[config.mk]
export PLATFORM = sky130hd
export DESIGN_NAME = dtlb_lookup_stage
export DESIGN_NICKNAME = d
export VERILOG_FILES = /design/src/rtl/tlb_pkg.sv /design/src/rtl/tlb_cam.sv /design/src/rtl/dtlb_lookup_stage.sv
export SDC_FILE = /design/constraint.sdc
export NUM_CORES = 1
export LEC_CHECK = 0
export ABC_AREA = 1
export CORE_MARGIN = 1
export CORE_UTILIZATION = 47
export DETAILED_ROUTE_END_ITERATION = 8
export GPL_ROUTABILITY_DRIVEN = 0
export GPL_TIMING_DRIVEN = 0
export PLACE_DENSITY = 0.8
export SKIP_LAST_GASP = 1
export SLEW_MARGIN = 10
export SYNTH_ARGS = -nofsm -noshare
export SYNTH_HDL_FRONTEND = slang
export SYNTH_SLANG_ARGS = --single-unit
[constraint.sdc]
create_clock -name clk -period 1.5 [get_ports clk]
set_input_delay 0.15 -clock clk [delete_from_list [all_inputs] [get_ports clk]]
set_output_delay 0.15 -clock clk [all_outputs]
set_load 0.02 [all_outputs]
[src/rtl/tlb_pkg.sv]
// Shared types and constants for the data-TLB lookup stage.
package tlb_pkg;

  localparam int unsigned TLB_CNT_W      = 16;
  localparam int unsigned TLB_DATA_W     = 16;
  localparam int unsigned TLB_PAGE_OFF_W = 8;
  localparam int unsigned TLB_PN_W       = TLB_DATA_W - TLB_PAGE_OFF_W;

  typedef enum logic {
    LOOKUP   = 1'b0,
    MISS_REQ = 1'b1
  } tlb_state_e;

  // Entry layout for the default address split.
  typedef struct packed {
    logic                valid;
    logic [TLB_PN_W-1:0] vpn;
    logic [TLB_PN_W-1:0] ppn;
  } tlb_entry_t;

  function automatic logic [TLB_CNT_W-1:0] sat_inc(input logic [TLB_CNT_W-1:0] v);
    return (v == '1) ? v : v + TLB_CNT_W'(1);
  endfunction

endpackage

[src/rtl/tlb_cam.sv]
// Fully associative TLB storage: parallel match, victim choice, fill port and flush.
module tlb_cam
  import tlb_pkg::*;
#(
  parameter int unsigned VPN_W   = TLB_PN_W,
  parameter int unsigned PPN_W   = TLB_PN_W,
  parameter int unsigned ENTRIES = 4
) (
  input  logic             clk,
  input  logic             reset,
  input  logic             flush,
  input  logic [VPN_W-1:0] lookup_vpn,
  output logic             hit_c,
  output logic [PPN_W-1:0] hit_ppn_c,
  input  logic             wr_en,
  input  logic [VPN_W-1:0] wr_vpn,
  input  logic [PPN_W-1:0] wr_ppn
);

  localparam int unsigned IDX_W = (ENTRIES > 1) ? $clog2(ENTRIES) : 1;

  typedef struct packed {
    logic             valid;
    logic [VPN_W-1:0] vpn;
    logic [PPN_W-1:0] ppn;
  } entry_t;

  entry_t           entry_q [ENTRIES];
  logic [IDX_W-1:0] rr_ptr_q;
  logic [IDX_W-1:0] victim_c;
  logic             free_c;

  // Match: scanning downwards lets the lowest matching index win.
  always_comb begin
    hit_c     = 1'b0;
    hit_ppn_c = '0;
    for (int i = ENTRIES - 1; i >= 0; i--) begin
      if (entry_q[i].valid && (entry_q[i].vpn == lookup_vpn)) begin
        hit_c     = 1'b1;
        hit_ppn_c = entry_q[i].ppn;
      end
    end
  end

  // Victim: lowest free slot, else the round-robin slot.
  always_comb begin
    free_c   = 1'b0;
    victim_c = rr_ptr_q;
    for (int i = ENTRIES - 1; i >= 0; i--) begin
      if (!entry_q[i].valid) begin
        free_c   = 1'b1;
        victim_c = IDX_W'(i);
      end
    end
  end

  // Flush outranks a fill in the same cycle so a stale translation never lands.
  always_ff @(posedge clk or negedge reset) begin
    if (!reset) begin
      for (int i = 0; i < ENTRIES; i++) entry_q[i] <= '0;
      rr_ptr_q <= '0;
    end else if (flush) begin
      for (int i = 0; i < ENTRIES; i++) entry_q[i].valid <= 1'b0;
      rr_ptr_q <= '0;
    end else if (wr_en) begin
      entry_q[victim_c] <= '{valid: 1'b1, vpn: wr_vpn, ppn: wr_ppn};
      if (!free_c) rr_ptr_q <= IDX_W'(rr_ptr_q + IDX_W'(1));
    end
  end

endmodule

[src/rtl/dtlb_lookup_stage.sv]
// TLB lookup pipeline stage: translates memory addresses, stalls and refills on a miss.
// Optional hit/miss counters are built when TLB_PERF_CNT_EN is defined.
module dtlb_lookup_stage
  import tlb_pkg::*;
#(
  parameter  int unsigned DATA_W     = TLB_DATA_W,
  parameter  int unsigned REG_ADDR_W = 3,
  parameter  int unsigned PAGE_OFF_W = TLB_PAGE_OFF_W,
  parameter  int unsigned ENTRIES    = 4,
  localparam int unsigned VPN_W      = DATA_W - PAGE_OFF_W
) (
  input  logic                  clk,
  input  logic                  reset,
  input  logic                  enable_tlblookup,
  input  logic                  valid_input,
  input  logic                  mem_access_input,
  input  logic [DATA_W-1:0]     alu_result,
  input  logic [REG_ADDR_W-1:0] destReg_addr_input,
  input  logic                  we_input,
  input  logic                  flush,
  output logic                  stall_output,
  output logic                  valid_output,
  output logic                  mem_access_output,
  output logic [DATA_W-1:0]     tlblookup_result,
  output logic [REG_ADDR_W-1:0] destReg_addr_output,
  output logic                  we_output,
  output logic                  refill_req,
  output logic [VPN_W-1:0]      refill_vpn,
  input  logic                  refill_ack,
  input  logic [VPN_W-1:0]      refill_ppn,
  output logic [TLB_CNT_W-1:0]  hit_count,
  output logic [TLB_CNT_W-1:0]  miss_count
);

  tlb_state_e       state_q, state_d;
  logic [VPN_W-1:0] va_vpn_c;
  logic [VPN_W-1:0] refill_vpn_q;
  logic [VPN_W-1:0] hit_ppn_c;
  logic             hit_c;
  logic             lookup_c, miss_c, complete_c, fill_c;

  assign va_vpn_c   = alu_result[DATA_W-1:PAGE_OFF_W];
  assign lookup_c   = (state_q == LOOKUP);
  assign miss_c     = lookup_c & valid_input & mem_access_input & ~hit_c;
  assign complete_c = lookup_c & valid_input & (~mem_access_input | hit_c);
  assign fill_c     = (state_q == MISS_REQ) & refill_ack;

  // Both handshake signals decode live state; reset must silence them at once.
  assign stall_output = reset & ((state_q == MISS_REQ) | miss_c);
  assign refill_req   = (state_q == MISS_REQ);
  assign refill_vpn   = refill_vpn_q;

  tlb_cam #(
    .VPN_W  (VPN_W),
    .PPN_W  (VPN_W),
    .ENTRIES(ENTRIES)
  ) u_cam (
    .clk       (clk),
    .reset     (reset),
    .flush     (flush),
    .lookup_vpn(va_vpn_c),
    .hit_c     (hit_c),
    .hit_ppn_c (hit_ppn_c),
    .wr_en     (fill_c),
    .wr_vpn    (refill_vpn_q),
    .wr_ppn    (refill_ppn)
  );

  always_comb begin
    state_d = state_q;
    case (state_q)
      LOOKUP:   if (miss_c) state_d = MISS_REQ;
      MISS_REQ: if (refill_ack) state_d = LOOKUP;
      default:  state_d = LOOKUP;
    endcase
  end

  always_ff @(posedge clk or negedge reset) begin
    if (!reset) begin
      state_q      <= LOOKUP;
      refill_vpn_q <= '0;
    end else begin
      state_q <= state_d;
      if (miss_c) refill_vpn_q <= va_vpn_c;
    end
  end

  // Output register: completed instruction or a bubble, only on stage advance.
  always_ff @(posedge clk or negedge reset) begin
    if (!reset) begin
      valid_output        <= 1'b0;
      mem_access_output   <= 1'b0;
      tlblookup_result    <= '0;
      destReg_addr_output <= '0;
      we_output           <= 1'b0;
    end else if (enable_tlblookup) begin
      if (complete_c) begin
        valid_output        <= 1'b1;
        mem_access_output   <= mem_access_input;
        tlblookup_result    <= mem_access_input ? {hit_ppn_c, alu_result[PAGE_OFF_W-1:0]}
                                                : alu_result;
        destReg_addr_output <= destReg_addr_input;
        we_output           <= we_input;
      end else begin
        valid_output        <= 1'b0;
        mem_access_output   <= 1'b0;
        tlblookup_result    <= '0;
        destReg_addr_output <= '0;
        we_output           <= 1'b0;
      end
    end
  end

`ifdef TLB_PERF_CNT_EN
  logic [TLB_CNT_W-1:0] hit_count_q, miss_count_q;

  always_ff @(posedge clk or negedge reset) begin
    if (!reset) begin
      hit_count_q  <= '0;
      miss_count_q <= '0;
    end else begin
      if (enable_tlblookup & complete_c & mem_access_input) hit_count_q <= sat_inc(hit_count_q);
      if (miss_c) miss_count_q <= sat_inc(miss_count_q);
    end
  end

  assign hit_count  = hit_count_q;
  assign miss_count = miss_count_q;
`else
  assign hit_count  = '0;
  assign miss_count = '0;
`endif

endmodule
After elaboration in Yosys (flattened, before gate mapping). Cells that the tools add are included.

Output and inout port bits: 64. Bits in registers: 101. Input bits: 35. Logic and storage cells: 85.

Multiplexer cells: 36. Bitwise operators: 13. Equal/unequal tests: 5. Reductions and logical operators: 8. $add $sub $neg: 1. Order comparisons: 2.

Operators by type and width (number): 68-bit bitwise mux (1); 68-bit two-way mux (1); 17-bit demux with 2-bit select (1); 8-bit equality test (4); 16-bit two-way mux (2); 8-bit two-way mux (4); 1-bit two-way mux (17); 17-bit two-way mux (1); 2-bit two-way mux (7); 1-bit AND (6); 1-bit logical AND (5); 1-bit NOT (4); 2-bit AND reduction (2); 3-bit >= comparator (second input constant) (1); 3-bit by 1-bit < comparator with 1-bit output (second input constant) (1); 3-bit two-way mux (1); 2-bit NOT with 3-bit output (1); 2-bit by 1-bit adder with 2-bit output (second input constant) (1); 2-bit inequality test (second input constant) (1); 1-bit bitwise OR (2); 1-bit one-hot mux with 2 select lines (1); 2-bit nonzero test (1).

Depth between registers and ports, before layout.
Word-level depth: 12. Mapped depth: 14. Mapped depth without buffers: 14.

Modules after synthesis. From an unflattened synthesis, not the netlist that was laid out.

Cells, all modules: 669. Area total of the unflattened synthesis: 5158.7 µm².

By module, submodules not included: tlb_cam (cells each 470, instances 1, sequential area each 1751.7 µm², area an instance 3565.9 µm²); dtlb_lookup_stage (cells each 199, instances 1, sequential area each 775.7 µm², area an instance 1592.8 µm²).

Least setup slack after synthesis. OpenSTA, ideal clock, no wires.

Path kind: flip-flop to output port. From: register u_cam.entry_q[59] in the netlist's numbering. To: output stall_output. Data arrival time: 1.598 ns. Path slack: -0.248 ns. Required time: 1.350 ns. Buffers on the path: 0. Stages on the path, launching flop included: 9. Cell sequence: dfrtp_1 > inv_1 > nand2_1 > nand2_1 > nand3b_1 > nor2_8 > nor2_4 > nand4_4 > a21boi_0.

Cells in the longest elaborated chain, start to end: 7.

Ends and longest elaborated chain: start, declared (RTL line tlb_cam.sv:28) `entry_t entry_q [ENTRIES];`; start signal, assigned by index (RTL line tlb_cam.sv:66) `entry_q[victim_c] <= '{valid: 1'b1, vpn: wr_vpn, ppn: wr_ppn};`; 8-bit equality test (RTL line tlb_cam.sv:38) `if (entry_q[i].valid && (entry_q[i].vpn == lookup_vpn)) begin`; 1-bit logical AND (RTL line tlb_cam.sv:38); 1-bit two-way mux (RTL line tlb_cam.sv:38); 1-bit NOT (RTL line dtlb_lookup_stage.sv:44) `assign miss_c = lookup_c & valid_input & mem_access_input & ~hit_c;`; 1-bit AND (RTL line dtlb_lookup_stage.sv:44); 1-bit bitwise OR (RTL line dtlb_lookup_stage.sv:49) `assign stall_output = reset & ((state_q == MISS_REQ) | miss_c);`; 1-bit AND (RTL line dtlb_lookup_stage.sv:49); end, declared (RTL line dtlb_lookup_stage.sv:21) `output logic stall_output,`.

No other way between the ends.

Final worst setup path.
From: register u_cam.entry_q[66] in the netlist's numbering. To: output stall_output.

Same word-level chain as after synthesis.

==> load_flow_metrics.sql <==
INSERT INTO impl_metrics (metric_group, metric, value, unit) VALUES
('synthesis', 'synth.lib_cells_used.distinct', '35', ''),
('synthesis', 'combinational_family_with_the_most_area_after_synthesis', 'simple AND/OR/NAND/NOR gates', ''),
('sta', 'rsz_0062_raised_after_global_routing', 'true', ''),
('detailed_routing', 'via_count', '5230', ''),
('critical_path', 'worst_path_largest_cell_delay', '0.42', 'ns'),
('synthesis', 'synth_top_cell_area_share', '0.480', ''),
('cells_and_area', 'finish.instance_area', '7260', 'µm²'),
('sta', 'timing.final.setup_violations', '84', ''),
('sta', 'hold-worst-slack', '-0.160', 'ns'),
('detailed_routing', 'via_per_inst', '5.29', ''),
('detailed_routing', 'firstDrtPassIters', '6', ''),
('critical_path', 'worst_path_max_delay_cell', 'sky130_fd_sc_hd__dfrtp_1', ''),
('global_route', 'antenna_found_initial', '0', ''),
('synthesis', 'synth-compound-area-share', '0.0968', ''),
('synthesis', 'post_synthesis_instance_area', '5260', 'µm²'),
('detailed_routing', 'initialDrtViolationCount', '570', ''),
('placed_design', 'post-place-ws', '-1.22', 'ns'),
('critical_path', 'critPathArrivalTime', '1.87', 'ns'),
('power_and_ir_drop', 'p_leak', '3.95', 'nW'),
('sta', 'finalMaxSlewViolations', '0', ''),
('cts', 'clock_tree_from_tritoncts', 'done', ''),
('sta', 'count_of_final_hold_check_violations', '56', ''),
('cts', 'cts.path.max_buffers', '2', ''),
('synthesis', 'synth-async-reset-ratio', '1.00', ''),
('cells_and_area', 'final_cell_mix', 'sky130_fd_sc_hd__nand2_1 (221), sky130_fd_sc_hd__dfrtp_1 (100), sky130_fd_sc_hd__inv_1 (72), sky130_fd_sc_hd__buf_4 (60), sky130_fd_sc_hd__o21ai_0 (37)', ''),
('cts', 'cts_root_buffer', 'sky130_fd_sc_hd__clkbuf_8', ''),
('global_route', 'grt_start_max_net_pins', '59', ''),
('flow_run', 'maxCapViolations', '0', ''),
('synthesis', 'ranking_of_synthesized_cells_by_area', 'sky130_fd_sc_hd__dfrtp_1 (48%), sky130_fd_sc_hd__nand2_1 (17%), sky130_fd_sc_hd__o21ai_0 (6.8%), sky130_fd_sc_hd__inv_1 (5.5%), sky130_fd_sc_hd__buf_4 (5.0%)', ''),
('critical_path', 'crit_chain', 'nand2_1 > o21ai_1 > nor2_1 > nand3_2 > nor2_8 > nor2_4 > nand4_4 > a21boi_2 > buf_4', ''),
('critical_path', 'path_depth', '9', ''),
('power_and_ir_drop', 'pwr_density_cell', '913', 'nW/µm²'),
('cells_and_area', 'antenna_cells', '0', ''),
('sta', 'post-route-worst-setup-slack', '-0.515', 'ns'),
('cells_and_area', 'flow.area_growth_from_synthesis', '37.9', '%'),
('global_route', 'wire_length_of_the_first_global_routing_pass', '22.1', 'mm'),
('cells_and_area', 'final_common_cell', 'sky130_fd_sc_hd__nand2_1', ''),
('cells_and_area', 'final_layout_size_suffix_gt1_frac', '0.231', ''),
('status', 'outcome', 'finished, violations left', ''),
('critical_path', 'criticalPathCategory', 'flip-flop to output port', ''),
('synthesis', 'synth_top_area_cell', 'sky130_fd_sc_hd__dfrtp_1', ''),
('cts', 'clock_latency', '0.37', 'ns'),
('detailed_routing', 'antenna_violating_nets_post_route', '0', ''),
('detailed_routing', 'routed_wl', '15.9', 'mm'),
('placed_design', 'dp_hpwl', '9.59', 'mm'),
('critical_path', 'endpoint_kind', 'output port', ''),
('floorplan', 'floorplan.die_area', '11600', 'µm²'),
('synthesis', 'number_of_enable_type_register_cells_in_the_synthesized_netlist', '0', ''),
('synthesis', 'synth.area.mux_share', '0', ''),
('floorplan', 'die_w', '108', 'µm'),
('power_and_ir_drop', 'peakVddDrop', '0.414', 'mV'),
('cells_and_area', 'count_of_nets_after_finishing', '878', ''),
('floorplan', 'floorplan.die.height', '108', 'µm'),
('detailed_routing', 'wl_per_cell', '16.1', 'µm'),
('min_path', 'worstHoldPathType', 'input pin to async pin', ''),
('floorplan', 'floorplan.core_area', '10900', 'µm²'),
('critical_path', 'worst_r2r_path_depth', '13', ''),
('synthesis', 'postSynthRegisterBits', '101', ''),
('cells_and_area', 'postLayoutCoreUtil', '0.666', ''),
('synthesis', 'synth_simple_gate_area_frac', '0.280', ''),
('cts', 'clock_tree.htree_level_count', '3', ''),
('critical_path', 'cp_data_required_time', '1.35', 'ns'),
('sta', 'worstMarginPinSlew', '0.745', 'ns'),
('floorplan', 'row_count', '38', ''),
('critical_path', 'critPathBufInv', '1', ''),
('critical_path', 'largest_fanout_of_any_net_on_the_critical_path', '3', ''),
('global_route', 'grt-ovfl-total', '0', ''),
('sta', 'min_period_over_period', '1.34', ''),
('critical_path', 'cp_top_delay_family', 'simple AND/OR/NAND/NOR gates', ''),
('status', 'violations_in_the_final_reports', 'negative hold slack, negative setup slack', ''),
('sta', 'fmaxAchievable', '0.496', 'GHz');
-- path summary, 6_finish.rpt --
kind                                         to  slack (ns)                start
setup / recovery                   stall_output       -0.52    u_cam.entry_q[66]
hold / removal                u_cam.rr_ptr_q[0]       -0.16                reset
setup reg to reg           tlblookup_result[15]       -0.46    u_cam.entry_q[66]
hold reg to reg             tlblookup_result[8]        0.48  tlblookup_result[8]
max in group asynchronous     u_cam.entry_q[12]        0.97                reset
min in group clk                  refill_vpn[4]        0.11       alu_result[12]
-- worst register-to-register path: cells and delay by family (launching register included) --
kind                   cells  cell delay [ns]
AOI/OAI and AO/OA          1             0.08
DFF                        1             0.42
buffers and inverters      3             0.35
and+or+nand+nor            9             1.01
-- kinds of logic (layout without fill, tap and decap cells) --
kind of cell,Yosys count,in the layout
flip-flops,101,101
XOR/XNOR,9,9
buffers and inverters,140,264
AND/OR/NAND/NOR,340,341
other,1,32
AO/OA/AOI/OAI,101,101
-- power breakdown --
part           total, mW  internal, mW  switching [mW]
Combinational       1.55         0.618           0.928
Clock               1.80         0.798            1.00
Sequential          3.28          3.04           0.246
-- per-stage QoR --
stage	std cells	TNS (ns)
floorplan	723	0
global placement	925	-405.26
detailed placement	926	-51.19
CTS	965	-6.93
global route	988	-19.17
finish	988	-14.54
-- routing by layer --
| metal | up-vias | global-route usage | part of all wire |
|---|---|---|---|
| met1 | 2380 | 0.330 | 0.38 |
| met3 | 99 | 0.0339 | 0.10 |
| met2 | 360 | 0.403 | 0.46 |
| li1 | 2391 | - | - |
| met4 | 0 | 0.132 | 0.061 |
| met5 | - | 0 | 0 |
-- sequential cells by signal, summed over array words and instances (netlist names) --
| signal | count |
|---|---|
| u_cam.entry_q | 68 |
| refill_req | 1 |
| valid_output | 1 |
| destReg_addr_output | 3 |
| tlblookup_result | 16 |
| we_output | 1 |
| u_cam.rr_ptr_q | 2 |
| refill_vpn | 8 |
| mem_access_output | 1 |
-- synth_stat cells, types with 2 or more instances --
cell type	n
sky130_fd_sc_hd__nand3b_1	2
sky130_fd_sc_hd__clkbuf_1	15
sky130_fd_sc_hd__nor2_4	5
sky130_fd_sc_hd__nand4_1	2
sky130_fd_sc_hd__xor2_1	3
sky130_fd_sc_hd__nand2_1	241
sky130_fd_sc_hd__buf_4	35
sky130_fd_sc_hd__inv_1	77
sky130_fd_sc_hd__nand3_1	38
sky130_fd_sc_hd__dfrtp_1	101
sky130_fd_sc_hd__nor2_2	9
sky130_fd_sc_hd__inv_2	9
sky130_fd_sc_hd__a21oi_1	15
sky130_fd_sc_hd__xnor2_1	6
sky130_fd_sc_hd__o21ai_0	72
sky130_fd_sc_hd__or2_1	2
sky130_fd_sc_hd__nor2_1	31
sky130_fd_sc_hd__o21ai_1	12
-- repair_timing --
item                                    CTS  global route
endpoints found under the setup margin  121           108
endpoints found under the hold margin    56            56
cloned                                    3             6
resized for setup                        90           126
buffers inserted                         20            19
pin swaps                                18            34
-- cell type report --
| cell class | count | area (µm²) |
|---|---|---|
| buffer | 53 | 470 |
| clock buffer | 9 | 124 |
| clock inverter | 7 | 81.3 |
| fill | 842 | 3630 |
| inverter | 87 | 333 |
| multi-input combinational | 483 | 2430 |
| sequential | 101 | 2530 |
| tap | 140 | 175 |
| timing repair buffer | 108 | 1110 |
(Power assumes the default switching activity.)
